## src/rtl/pact_lsu_row_fetcher_pkg.sv

```systemverilog
// Shared definitions for the LSU row fetcher: FSM states and AXI encodings.
package pact_lsu_row_fetcher_pkg;

  typedef enum logic [1:0] {
    ST_IDLE = 2'd0,
    ST_RUN  = 2'd1,
    ST_DONE = 2'd2
  } fetch_state_e;

  localparam logic [1:0] AXI_BURST_INCR = 2'b01;
  localparam logic [1:0] AXI_RESP_OKAY  = 2'b00;

  // AXI AxSIZE encoding for a transfer of the given number of bytes
  function automatic logic [2:0] axi_size_enc(input int bytes);
    return 3'($clog2(bytes));
  endfunction

endpackage

```

## src/rtl/pact_lsu_row_fetcher_assembler.sv

```systemverilog
// Collects R beats into a row buffer, applies the column mask, emits zero
// padding rows and drives the row-stream handshake.
module pact_lsu_row_assembler
  import pact_lsu_row_fetcher_pkg::*;
#(
  parameter int MATRIX_SIZE = 4,
  parameter int BW_ELEM     = 32,
  parameter int BW_AXI_DATA = 32,
  parameter int BEATS       = 4
) (
  input  logic                             clk,
  input  logic                             rstnn,
  input  logic                             clear,
  input  logic                             active,
  input  logic [$clog2(MATRIX_SIZE)-1:0]   num_row_m1,
  input  logic [$clog2(MATRIX_SIZE)-1:0]   num_col_m1,
  input  logic                             r_valid,
  input  logic [BW_AXI_DATA-1:0]           r_data,
  input  logic                             r_last,
  output logic                             r_ready,
  output logic                             beat_error,
  output logic                             row_valid,
  input  logic                             row_ready,
  output logic [MATRIX_SIZE*BW_ELEM-1:0]   row_data,
  output logic                             row_last
);

  localparam int IW    = $clog2(MATRIX_SIZE);
  localparam int BTW   = (BEATS > 1) ? $clog2(BEATS) : 1;
  localparam int ROW_W = MATRIX_SIZE * BW_ELEM;

  logic [BTW-1:0]   beat_q, beat_d;
  logic [ROW_W-1:0] buf_q, buf_d;
  logic             full_q, full_d;
  logic [IW-1:0]    out_row_q, out_row_d;

  logic beat_is_last;
  logic padding;
  logic r_hs;
  logic row_hs;

  // Handshake decode: padding rows need no data, real rows wait for the buffer
  always_comb begin
    beat_is_last = (beat_q == BTW'(BEATS - 1));
    padding      = active && (out_row_q > num_row_m1);
    row_valid    = full_q | padding;
    r_ready      = active & ~row_valid;
    r_hs         = r_valid & r_ready;
    beat_error   = r_hs & r_last & ~beat_is_last;
    row_hs       = row_valid & row_ready;
    row_last     = row_valid & (out_row_q == IW'(MATRIX_SIZE - 1));
  end

  // Beat counter, buffer fill and output row index; rlast resyncs the counter
  always_comb begin
    beat_d    = beat_q;
    buf_d     = buf_q;
    full_d    = full_q;
    out_row_d = out_row_q;
    if (clear) begin
      beat_d    = '0;
      full_d    = 1'b0;
      out_row_d = '0;
    end else begin
      if (r_hs) begin
        buf_d[int'(beat_q)*BW_AXI_DATA +: BW_AXI_DATA] = r_data;
        if (beat_is_last) begin
          beat_d = '0;
          full_d = 1'b1;
        end else if (r_last) begin
          beat_d = '0;
        end else begin
          beat_d = beat_q + BTW'(1);
        end
      end
      if (row_hs) begin
        full_d    = 1'b0;
        out_row_d = (out_row_q == IW'(MATRIX_SIZE - 1)) ? '0 : out_row_q + IW'(1);
      end
    end
  end

  // Columns beyond the valid width and whole padding rows read as zero
  always_comb begin
    row_data = '0;
    if (!padding) begin
      for (int c = 0; c < MATRIX_SIZE; c++) begin
        if (c <= int'(num_col_m1)) begin
          row_data[c*BW_ELEM +: BW_ELEM] = buf_q[c*BW_ELEM +: BW_ELEM];
        end
      end
    end
  end

  // Assembler state registers
  always_ff @(posedge clk or negedge rstnn) begin
    if (!rstnn) begin
      beat_q    <= '0;
      buf_q     <= '0;
      full_q    <= 1'b0;
      out_row_q <= '0;
    end else begin
      beat_q    <= beat_d;
      buf_q     <= buf_d;
      full_q    <= full_d;
      out_row_q <= out_row_d;
    end
  end

endmodule

```

## src/rtl/pact_lsu_row_fetcher.sv

```systemverilog
// Loads a matrix row by row over AXI: one AR burst per valid row, rows
// streamed out in order with column masking and zero padding rows.
module pact_lsu_row_fetcher
  import pact_lsu_row_fetcher_pkg::*;
#(
  parameter int BW_ADDR         = 32,
  parameter int BW_AXI_DATA     = 32,
  parameter int BW_AXI_TID      = 4,
  parameter int MATRIX_SIZE     = 4,
  parameter int BW_ELEM         = 32,
  parameter int MAX_OUTSTANDING = 2
) (
  input  logic                             clk,
  input  logic                             rstnn,
  input  logic                             start,
  input  logic [BW_ADDR-1:0]               cfg_start_addr,
  input  logic [BW_ADDR-1:0]               cfg_stride,
  input  logic [$clog2(MATRIX_SIZE)-1:0]   cfg_num_row_m1,
  input  logic [$clog2(MATRIX_SIZE)-1:0]   cfg_num_col_m1,
  output logic                             busy,
  output logic                             done,
  output logic                             error,
  output logic [BW_AXI_TID-1:0]            dma_sxarid,
  output logic [BW_ADDR-1:0]               dma_sxaraddr,
  output logic [7:0]                       dma_sxarlen,
  output logic [2:0]                       dma_sxarsize,
  output logic [1:0]                       dma_sxarburst,
  output logic                             dma_sxarvalid,
  input  logic                             dma_sxarready,
  input  logic [BW_AXI_TID-1:0]            dma_sxrid,
  input  logic [BW_AXI_DATA-1:0]           dma_sxrdata,
  input  logic [1:0]                       dma_sxrresp,
  input  logic                             dma_sxrlast,
  input  logic                             dma_sxrvalid,
  output logic                             dma_sxrready,
  output logic                             row_valid,
  input  logic                             row_ready,
  output logic [MATRIX_SIZE*BW_ELEM-1:0]   row_data,
  output logic                             row_last
);

  localparam int IW    = $clog2(MATRIX_SIZE);
  localparam int BEATS = MATRIX_SIZE * BW_ELEM / BW_AXI_DATA;
  localparam int OW    = $clog2(MAX_OUTSTANDING + 1);
  localparam int CW    = IW + 1;

  if (BEATS < 1 || BEATS * BW_AXI_DATA != MATRIX_SIZE * BW_ELEM) begin : g_bad_beats
    $error("row width must be a non-zero whole number of AXI beats");
  end
  if (MAX_OUTSTANDING < 1 || MAX_OUTSTANDING > 8) begin : g_bad_outstanding
    $error("MAX_OUTSTANDING must be within 1..8");
  end

  fetch_state_e           state_q, state_d;
  logic [BW_ADDR-1:0]     addr_q, addr_d;
  logic [BW_ADDR-1:0]     stride_q, stride_d;
  logic [IW-1:0]          num_row_m1_q, num_row_m1_d;
  logic [IW-1:0]          num_col_m1_q, num_col_m1_d;
  logic [CW-1:0]          issued_q, issued_d;
  logic [OW-1:0]          outstanding_q, outstanding_d;
  logic                   error_q, error_d;

  logic start_acc;
  logic ar_pending;
  logic ar_hs;
  logic r_hs;
  logic r_last_hs;
  logic row_hs;
  logic beat_error;
  logic unused_rid;

  assign unused_rid = ^dma_sxrid;

  // Handshake decode; a new AR is offered only while rows remain and slots are free
  always_comb begin
    start_acc  = (state_q == ST_IDLE) && start;
    ar_pending = (state_q == ST_RUN) && (issued_q <= {1'b0, num_row_m1_q}) &&
                 (outstanding_q < OW'(MAX_OUTSTANDING));
    ar_hs      = ar_pending & dma_sxarready;
    r_hs       = dma_sxrvalid & dma_sxrready;
    r_last_hs  = r_hs & dma_sxrlast;
    row_hs     = row_valid & row_ready;
  end

  // Load sequencing: the final row handshake ends the run, DONE lasts one cycle
  always_comb begin
    state_d = state_q;
    case (state_q)
      ST_IDLE: if (start) state_d = ST_RUN;
      ST_RUN:  if (row_hs && row_last) state_d = ST_DONE;
      ST_DONE: state_d = ST_IDLE;
      default: state_d = ST_IDLE;
    endcase
  end

  // Config capture, address accumulation, burst bookkeeping and sticky error
  always_comb begin
    addr_d        = addr_q;
    stride_d      = stride_q;
    num_row_m1_d  = num_row_m1_q;
    num_col_m1_d  = num_col_m1_q;
    issued_d      = issued_q;
    outstanding_d = outstanding_q;
    error_d       = error_q;
    if (start_acc) begin
      addr_d        = cfg_start_addr;
      stride_d      = cfg_stride;
      num_row_m1_d  = cfg_num_row_m1;
      num_col_m1_d  = cfg_num_col_m1;
      issued_d      = '0;
      outstanding_d = '0;
      error_d       = 1'b0;
    end else begin
      if (ar_hs) begin
        addr_d   = addr_q + stride_q;
        issued_d = issued_q + CW'(1);
      end
      if (ar_hs && !r_last_hs) begin
        outstanding_d = outstanding_q + OW'(1);
      end else if (!ar_hs && r_last_hs && outstanding_q != '0) begin
        outstanding_d = outstanding_q - OW'(1);
      end
      if ((r_hs && dma_sxrresp != AXI_RESP_OKAY) || beat_error) begin
        error_d = 1'b1;
      end
    end
  end

  // Control registers
  always_ff @(posedge clk or negedge rstnn) begin
    if (!rstnn) begin
      state_q       <= ST_IDLE;
      addr_q        <= '0;
      stride_q      <= '0;
      num_row_m1_q  <= '0;
      num_col_m1_q  <= '0;
      issued_q      <= '0;
      outstanding_q <= '0;
      error_q       <= 1'b0;
    end else begin
      state_q       <= state_d;
      addr_q        <= addr_d;
      stride_q      <= stride_d;
      num_row_m1_q  <= num_row_m1_d;
      num_col_m1_q  <= num_col_m1_d;
      issued_q      <= issued_d;
      outstanding_q <= outstanding_d;
      error_q       <= error_d;
    end
  end

  assign busy          = (state_q != ST_IDLE);
  assign done          = (state_q == ST_DONE);
  assign error         = error_q;
  assign dma_sxarid    = '0;
  assign dma_sxaraddr  = addr_q;
  assign dma_sxarlen   = 8'(BEATS - 1);
  assign dma_sxarsize  = axi_size_enc(BW_AXI_DATA / 8);
  assign dma_sxarburst = AXI_BURST_INCR;
  assign dma_sxarvalid = ar_pending;

  pact_lsu_row_assembler #(
    .MATRIX_SIZE (MATRIX_SIZE),
    .BW_ELEM     (BW_ELEM),
    .BW_AXI_DATA (BW_AXI_DATA),
    .BEATS       (BEATS)
  ) u_assembler (
    .clk        (clk),
    .rstnn      (rstnn),
    .clear      (start_acc),
    .active     (state_q == ST_RUN),
    .num_row_m1 (num_row_m1_q),
    .num_col_m1 (num_col_m1_q),
    .r_valid    (dma_sxrvalid),
    .r_data     (dma_sxrdata),
    .r_last     (dma_sxrlast),
    .r_ready    (dma_sxrready),
    .beat_error (beat_error),
    .row_valid  (row_valid),
    .row_ready  (row_ready),
    .row_data   (row_data),
    .row_last   (row_last)
  );

endmodule

```

## config.mk

```make
export PLATFORM = sky130hd
export DESIGN_NAME = pact_lsu_row_fetcher
export DESIGN_NICKNAME = d
export VERILOG_FILES = /design/src/rtl/pact_lsu_row_fetcher_pkg.sv /design/src/rtl/pact_lsu_row_fetcher_assembler.sv /design/src/rtl/pact_lsu_row_fetcher.sv
export SDC_FILE = /design/constraint.sdc
export NUM_CORES = 1
export LEC_CHECK = 0
export ABC_AREA = 1
export CORE_UTILIZATION = 51
export CTS_BUF_LIST = sky130_fd_sc_hd__clkbuf_16
export CTS_CLUSTER_SIZE = 20
export DETAILED_ROUTE_END_ITERATION = 7
export PLACE_DENSITY = 0.82
export SKIP_LAST_GASP = 1
export SLEW_MARGIN = 20
export SYNTH_ARGS = -nofsm -noshare
export SYNTH_HDL_FRONTEND = slang
export SYNTH_SLANG_ARGS = --single-unit
export TNS_END_PERCENT = 20
```

## constraint.sdc

```tcl
create_clock -name clk -period 2.9 [get_ports clk]
set_clock_uncertainty 0.1 [all_clocks]
set_input_delay 0.58 -clock clk [delete_from_list [all_inputs] [get_ports clk]]
set_output_delay 0.58 -clock clk [all_outputs]
set_load 0.05 [all_outputs]
```

==> results.toml <==
[status]
status = "finished with violations"
failed_checks = "negative setup slack"

[synthesis]
synth_warnings = 0
yosysTopAreaCellShare_pct = 43.0
synth.most_common_cell = "nand2_1"
synth_cell_types = 37
syn_inst = 1690
synth-seq-area-share_pct = 43.0
synth_area_leaders = "dfrtp_1 43%, nand2_1 13%, inv_1 8.9%"
ys_ff_latch = 209
synth.top_cells.by_count = "417 x nand2_1, 290 x inv_1, 209 x dfrtp_1"
synth_ff_type = "dfrtp_1"
synth.largest_area_cell = "dfrtp_1"
syn-cell-area_mm2 = 0.0122
synth_edf_count = 0
async_reset_ff_share_pct = 100
synth.avg_cell_area_um2 = 7.20

[global_route]
grt_pass1_vias = 12023
grt_pass1_wl_mm = 60.5
antenna_found_initial = 3
grt_max_degree = 70
grt.overflow.total = 0
track_usage_pct = 31.2

[timing]
fin_hold_ws_ps = 386
period_share_pct = 105
fmax_mhz = 329
fin_crit_ps = 3040
maxSlewViolCount = 0
slew_headroom_pct = 58.2
finalSetupViolCount = 102
rsz0062_at_grt = "yes"
worst_slack_ps = -136
worst_pin_slew_ps = 628
hold_viol = 0

[clock_network]
clkLatencyLatePin_ps = 530
cts_tree = "built"
cts_sinks = 209
clk_pin_slew_ps = 60
cts_root_buf = "clkbuf_16"
cts.path.max_buffers = 3
cts_max_level = 1
cts_buffers = 23

[cells_and_area]
final_cell_area_mm2 = 0.0169
layout-drive-gt1-share_pct = 16.2
layout.nets = 2112
finish.utilization_pct = 72.1
fin_cells = 2293
syn_to_final_growth_pct = 39.1

[routing]
dr.pass1.iters = 5
vias = 12494
routedWlPerCell_um = 17.7
drt_iter0_markers = 1114
detail-route-antenna-nets = 0
viasPerCell = 5.45
routed_wl_mm = 40.6
drc = 0

[worst_setup_path]
reg2reg_from = "u_assembler.beat_q[0]$_DFFE_PN0P_"
crit_arrival_ps = 2360
critPathKind = "flip-flop to output port"
startpoint_type = "flip-flop"
reg2reg_depth = 7
crit_path_max_fanout = 22
crit_path_end_kind = "output port"
rrSetupSlack_ps = 230
crit_path_start = "u_assembler.out_row_q[1]$_DFFE_PN0P_"
endpoint = "row_data[37]"
required_ps = 2220
r2r-end = "u_assembler.buf_q[27]$_DFFE_PN0P_"

[floorplanning]
num_rows = 56
die_h_um = 156
io_pins = 297
start_util_pct = 51.9
die_area_mm2 = 0.0245
core_region_area_mm2 = 0.0235
die_w_um = 156

[placement]
place_congestion = 0.982
dpl.hpwl_mm = 27.3
dp_cells = 2235
place_area_mm2 = 0.0155
io_buffers = 275

[worst_hold_path]
holdCritPathClass = "flip-flop to flip-flop"

[run]
drv_cap = 0
[worst min path at each step]
stage / end / slack, ps / startpoint / depth (start not counted)
detailed placement: stride_q[0]$_DFFE_PN0P_ / 370 / stride_q[0]$_DFFE_PN0P_ / 2
global route: stride_q[0]$_DFFE_PN0P_ / 410 / stride_q[0]$_DFFE_PN0P_ / 2
CTS: stride_q[0]$_DFFE_PN0P_ / 390 / stride_q[0]$_DFFE_PN0P_ / 2
global placement: stride_q[0]$_DFFE_PN0P_ / 370 / stride_q[0]$_DFFE_PN0P_ / 2
floorplan: dma_sxaraddr[0]$_DFFE_PN0P_ / 180 / rstnn / 0
finish: stride_q[28]$_DFFE_PN0P_ / 390 / stride_q[28]$_DFFE_PN0P_ / 2
[kinds of logic after synthesis]
family                     after synthesis  synth area share, %
AOI/OAI and AO/OA                      200                 8.82
xor gates and xnor gates                12                0.864
adders and majority gates               44                 4.58
buffers and inverters                  391                 13.3
DFF                                    209                 43.0
other                                    2               0.0617
and+or+nand+nor                        832                 29.4
[cell usage in the layout, fill, tap and decap left out, types with 6 or more instances in the layout]
cell / Yosys / layout
clkinv_2: 0 / 6
dfrtp_1: 209 / 209
nand3_1: 119 / 119
nor2_1: 152 / 117
xor2_1: 9 / 9
clkdlybuf4s50_1: 0 / 142
conb_1: 2 / 17
buf_12: 0 / 57
o21bai_1: 10 / 9
o22ai_1: 14 / 14
nand4_1: 58 / 58
o21ai_0: 124 / 124
a31oi_1: 6 / 6
nor3_4: 0 / 10
nor2_4: 4 / 6
a21oi_1: 26 / 26
o21ai_1: 13 / 13
buf_4: 30 / 112
ha_1: 43 / 42
nand2_1: 417 / 413
clkbuf_16: 0 / 26
nor3_2: 0 / 34
inv_1: 290 / 291
nor2_2: 0 / 33
nor3_1: 69 / 25
[sequential cells by signal, indices dropped and copies added (netlist names)]
signal	count
dma_sxaraddr	32
u_assembler.full_q	1
u_assembler.out_row_q	2
error	1
num_row_m1_q	2
u_assembler.buf_q	128
u_assembler.beat_q	2
issued_q	3
stride_q	32
num_col_m1_q	2
outstanding_q	2
state_q	2
[per-layer routing]
metal	global-route usage (%)	part of all wire, %
met5	0	0
met4	15.0	6.2
met3	7.03	8.8
met2	52.1	46
met1	38.3	39
[metrics by stage]
step	worst slack (ps)	setup TNS (ps)
6_report	-136	-4140
5_1_grt	-194	-9650
4_1_cts	-49.0	-2210
3_5_place_dp	194	0
3_3_place_gp	219	0
2_1_floorplan	-211	-6450
[layout make-up]
class | count | area, um2
Clock buffer | 23 | 576
Timing Repair inverter | 1 | 6.26
Sequential cell | 209 | 5230
Clock inverter | 18 | 204
Fill cell | 1707 | 6540
Timing Repair Buffer | 322 | 3590
Inverter | 293 | 1110
Multi-Input combinational cell | 1105 | 5810
Tap cell | 319 | 399
Antenna cell | 3 | 7.51
[critical path: stages, from the launching register on]
cell and delay [ps]:
dfrtp_1 430, ha_4 290, nand2_2 50, inv_2 50, nor2_2 40, nand2_4 120, clkinv_8 60, buf_12 140
buf_12 160, nor3_1 210, buf_4 250
[repair_timing]
| item | CTS | global route |
|---|---|---|
| buffers inserted | 2 | 6 |
| cloned | 1 | 4 |
| setup endpoints to repair | 128 | 127 |
| endpoints found under the hold margin | 65 | 0 |
| resized for setup | 16 | 95 |
| hold buffers | 1 | 0 |
| pin swaps | 0 | 4 |
Power is left out: the tool's default activity adds up to more than one toggle a clock period on the data nets, which glitch-free logic cannot reach.
==> RTL edit 1 (same flow settings) <==
Make the reset (`rstnn`) synchronous in 2 clocked blocks.
--- a/src/rtl/pact_lsu_row_fetcher_assembler.sv
+++ b/src/rtl/pact_lsu_row_fetcher_assembler.sv
@@ -93,7 +93,7 @@
   end
 
   // Assembler state registers
-  always_ff @(posedge clk or negedge rstnn) begin
+  always_ff @(posedge clk) begin
     if (!rstnn) begin
       beat_q    <= '0;
       buf_q     <= '0;
--- a/src/rtl/pact_lsu_row_fetcher.sv
+++ b/src/rtl/pact_lsu_row_fetcher.sv
@@ -127,7 +127,7 @@
   end
 
   // Control registers
-  always_ff @(posedge clk or negedge rstnn) begin
+  always_ff @(posedge clk) begin
     if (!rstnn) begin
       state_q       <= ST_IDLE;
       addr_q        <= '0;
Behaviour: differs if rstnn is asserted again (counterexample within 4 cycles, from zero or initial values and one cycle with rstnn low); with rstnn held inactive, the same outputs for 4 cycles.
==> RTL edit 1 against the original RTL <==
  * Setup slack better by 0.15 ns
  * Final area down 4.8%
  * Sequential cell count stayed put
  * Area after synthesis down 3.5%
  * Count of clock-buffer cells in the layout unchanged
  * First-iteration DRC count is 15% lower
  * Critical path depth did not move
  * Wire length decreased by 4.8%
Power is left out: it rests on default switching activity, and per cell area and clock period it moved more than threefold.
==> RTL edit 1: results <==
set metrics [dict create \
    synth_edf_count 0 \
    cts_buffer_depth 3 \
    via_count_of_the_first_global_routing_pass 11900 \
    run_status "completed" \
    grt_use_total 0.3120 \
    synthFlopType "dfxtp_1" \
    drt_first_pass_iters 7 \
    worst_pin_slew_ns 0.6875 \
    top_cells_by_count_synth "490 x nand2_1, 285 x nor2_1, 209 x dfxtp_1" \
    max_flop_register "u_assembler.buf_q" \
    placement.cell_area_um2 15090 \
    synth_top_cells_by_area "dfxtp_1 36%, nand2_1 16%, nor2_1 9.1%" \
    critPathSlowestCell "dfxtp_1" \
    worst-endpoint-arrival_ns 2.20 \
    synth.lib_cells_used.distinct 30 \
    clock_network_latency_to_the_later_pin_of_the_worst_skew_pair_ns 0.51 \
    post_route_cells_drive_above_1_share 0.1295 \
    groute.layer.met2.usage 0.5695 \
    initialDrtViolationCount 947 \
    numPortBuffers 275 \
    wl_per_cell_um 16.45 \
    gp_routability_congestion 0.9213 \
    hpwl_mm 26.37 \
    antenna_found_initial 0 \
    grt_pass1_wl_mm 59.77 \
    path_clk_slew_ns 0.06 \
    deepest_level_of_the_cts_h_tree 1 \
    ys_seq_area_frac 0.3563 \
    max_stage_delay_ns 0.41 \
    groute.layer.met3.usage 0.04594 \
    cts_root_buf "clkbuf_16" \
    critical_path.max_fanout 12 \
    design.final.nets 2203 \
    insertedDiodeCount 0 \
    hold_class "reg2reg" \
    synthArstFlopShare 0 \
    synth_warnings 0 \
    cts_buffers 23 \
    largest_register_ffs 128 \
    vias 12740 \
    grt_start_max_net_pins 130 \
    grt_util_met1 0.3665 \
]
==> RTL edit 1: cell types whose count changed after synthesis, sizes merged, moves of 31 or more <==
cell    change
nor2      +130
o21ai      -77
nor3       -60
inv       -108
dfxtp     +209
nand2      +77
nand3      -31
a21oi     +144
clkbuf     +35
a211oi     +32
dfrtp     -209
==> RTL edit 1: layer usage <==
| metal | wire length [µm] | share of wire | vias to the layer above |
|---|---|---|---|
| met3 | 2664 | 0.069 | 95 |
| met1 | 15170 | 0.39 | 5827 |
| met4 | 1396 | 0.036 | 0 |
| met2 | 19370 | 0.50 | 549 |
| li1 | - | - | 6267 |
| met5 | 0 | 0 | - |
==> RTL edit 1: per-stage QoR <==
stage	cells	hold slack (ns)	utilization	setup slack (ns)	setup TNS, ns
floorplan	1842	0.3301	-	0.07668	0
global placement	2299	0.3461	0.6666	0.3374	0
detailed placement	2299	0.3429	0.6666	0.2650	0
CTS	2344	0.3523	0.7021	-0.07081	-2.388
global route	2346	0.3784	0.7118	-0.05786	-0.5579
finish	2346	0.3579	0.7118	0.01754	0
==> RTL edit 1: logic make-up (layout without fill, tap and decap cells) <==
kind of cell,after synthesis,in the layout,share of synthesized area
AOI/OAI and AO/OA,305,305,0.1428
xor gates and xnor gates,16,16,0.01193
adders and majority gates,44,44,0.04752
buffers and inverters,312,530,0.1123
DFF,209,209,0.3563
other,2,17,0.0006396
and+or+nand+nor,939,940,0.3285
==> RTL edit 1: worst paths after layout <==
check	start	to	slack [ns]	depth (start not counted)
setup / recovery	u_assembler.out_row_q[1]	row_data[103]	0.02	10
hold / removal	issued_q[2]	issued_q[2]	0.36	2
setup reg to reg	num_row_m1_q[1]	u_assembler.buf_q[4]	0.24	12
hold reg to reg	issued_q[2]	issued_q[2]	0.36	2
==> RTL edit 1: layout make-up <==
class	instances	area (µm²)
Clock buffer	23	575.6
Clock inverter	17	126.4
Fill cell	1873	6525
Inverter	184	695.7
Multi-Input combinational cell	1322	6519
Sequential cell	209	4187
Tap cell	285	356.6
Timing Repair Buffer	306	3656
==> RTL edit 1: what timing repair did <==
action | CTS | global route
buffers inserted | 4 | 0
pin swaps | 1 | 1
endpoints found under the setup margin | 110 | 126
gates cloned | 2 | 2
gates resized for setup | 12 | 55
endpoints found under the hold margin | 0 | 0
==> RTL edit 1: worst max-delay path: cells and delay by family (launching register included) <==
family,cells,cell delay [ns]
buf+inv,4,0.56
fa+ha+maj,1,0.23
simple gates,5,0.48
flops,1,0.41
==> RTL edit 2 (same settings) <==
Without the edit above. `BW_AXI_DATA` is set to 32 in 2 places; all go to 16.
--- a/src/rtl/pact_lsu_row_fetcher_assembler.sv
+++ b/src/rtl/pact_lsu_row_fetcher_assembler.sv
@@ -5,7 +5,7 @@
 #(
   parameter int MATRIX_SIZE = 4,
   parameter int BW_ELEM     = 32,
-  parameter int BW_AXI_DATA = 32,
+  parameter int BW_AXI_DATA = 16,
   parameter int BEATS       = 4
 ) (
   input  logic                             clk,
--- a/src/rtl/pact_lsu_row_fetcher.sv
+++ b/src/rtl/pact_lsu_row_fetcher.sv
@@ -4,7 +4,7 @@
   import pact_lsu_row_fetcher_pkg::*;
 #(
   parameter int BW_ADDR         = 32,
-  parameter int BW_AXI_DATA     = 32,
+  parameter int BW_AXI_DATA     = 16,
   parameter int BW_AXI_TID      = 4,
   parameter int MATRIX_SIZE     = 4,
   parameter int BW_ELEM         = 32,
Interface: changed (resized dma_sxrdata); port bits go from 297 to 281. The function was not compared with the original's and may differ.
==> RTL edit 2 against the original RTL <==
  * Final area grew 0.35%
  * Wire length decreased by 2.7%
  * Area after synthesis grew 2.1%
  * Via count shrank 1.3%
  * Non-clock buffer count fell by 34
  * Global-route usage up 0.52 points
  * Sequential cell count is 1 higher
  * Setup slack gained 0.16 ns
  * Core utilization is 0.39 points lower
==> RTL edit 2: results <==
set metrics [dict create \
    hold_start "u_assembler.buf_q[107]" \
    synthAdderAreaFrac 0.04592 \
    worst-endpoint-arrival_ns 2.20 \
    ff2ff_setup_slack_ns 0.19 \
    numPortBuffers 259 \
    vias 12330 \
    placement.cell_area_um2 15790 \
    max_flop_register "u_assembler.buf_q" \
    path_clk_slew_ns 0.07 \
    largest_register_ffs 128 \
    synth_mux_area_frac 0 \
    p_comb_w 0.0136 \
    initialDrtViolationCount 1155 \
    cts_buffer_depth 3 \
    n_fill_cell 1799 \
    run_status "completed" \
    post_cts_resize_count 15 \
    critical_path.max_fanout 15 \
    grt_pass1_wl_mm 61.74 \
    cts_buffers 24 \
    drt_first_pass_iters 6 \
    via_count_of_the_first_global_routing_pass 11940 \
    grt_use_total 0.3174 \
    synth-compound-area-share 0.1006 \
    synthFlopType "dfrtp_1" \
    wl_per_cell_um 16.91 \
    timing.hold.worst_path_depth 2 \
    hold_ws_ns 0.3834 \
    power.clock.fraction 0.151 \
    synthArstFlopShare 1.000 \
    drt_wirelength_mm 39.47 \
    worst-r2r-cell-count 8 \
    post_route_cells_drive_above_1_share 0.1614 \
    grt_start_max_net_pins 74 \
    cts_setup_buffers 5 \
    dpl_worst_slack_ns 0.09116 \
    dp.cells 2278 \
    hpwl_mm 28.06 \
    synth.lib_cells_used.distinct 39 \
    worst_pin_slew_ns 0.6062 \
    deepest_level_of_the_cts_h_tree 1 \
    design.final.nets 2138 \
    hold_class "reg2reg" \
    ys_seq_area_frac 0.4230 \
    synth_top_cells_by_area "dfrtp_1 42%, nand2_1 20%, nor2_1 6.9%" \
    antenna_found_initial 2 \
    clock_network_latency_to_the_later_pin_of_the_worst_skew_pair_ns 0.53 \
    min_to "u_assembler.buf_q[107]" \
    crit-reg2reg-capture "u_assembler.buf_q[36]" \
    top_cells_by_count_synth "662 x nand2_1, 228 x nor2_1, 215 x inv_1" \
    synth_xor_area_frac 0.008459 \
    postCtsHoldBufs 1 \
    power.ir.vdd_worst_uv 1311 \
    cellInternalPower_w 0.01028 \
    power.leakage_nw 8.494 \
    cts_root_buf "clkbuf_16" \
    gp_routability_congestion 0.9225 \
    clock_net_power_w 0.00322 \
    syn_inst 1747 \
]
-- RTL edit 2: cells by family after synthesis --
kind of cell / count (synthesis)
XOR/XNOR: 12
other: 2
AND/OR/NAND/NOR: 973
adder cells (fa/ha/maj): 45
AO/OA/AOI/OAI: 203
buffers and inverters: 302
flip-flops: 210
-- RTL edit 2: worst max path at each step --
stage / cells past startpoint / slack (ns) / start / to
5_1_grt: 10 / -0.04 / u_assembler.out_row_q[0] / row_data[28]
2_1_floorplan: 8 / 0.13 / u_assembler.out_row_q[1] / row_data[100]
4_1_cts: 10 / -0.04 / u_assembler.out_row_q[0] / row_data[43]
3_3_place_gp: 11 / 0.18 / num_row_m1_q[1] / u_assembler.buf_q[97]
3_5_place_dp: 11 / 0.09 / num_row_m1_q[1] / u_assembler.buf_q[105]
6_report: 10 / 0.02 / u_assembler.out_row_q[0] / row_data[0]
-- RTL edit 2: routing by layer --
layer | share of wire | wire (µm) | vias up | GRT usage
met5 | 0.00033 | 13 | - | 0
met4 | 0.034 | 1341 | 2 | 0.1113
met3 | 0.081 | 3212 | 93 | 0.05721
met2 | 0.48 | 18850 | 541 | 0.5148
met1 | 0.41 | 16050 | 5865 | 0.4257
li1 | - | - | 5833 | -
-- RTL edit 2: worst max-delay path, stage by stage (launching register included) --
cell and delay [ns]:
dfrtp_1 0.38, inv_2 0.05, ha_1 0.26, nand2_1 0.05, inv_1 0.09, nor2_4 0.06
nand2_8 0.12, inv_8 0.07, buf_12 0.15, nor2_1 0.18, buf_4 0.24
-- RTL edit 2: layout make-up --
class,instances,area (µm²),area share
inverters,220,840.8,0.04948
multi-input cells,1252,6082,0.3579
flip-flops and latches,210,5255,0.3092
clock buffers,25,625.6,0.03681
clock inverters,19,210.2,0.01237
repair buffers,288,3578,0.2106
diodes,1,2.502,0.0001473
well taps,319,399.1,0.02349
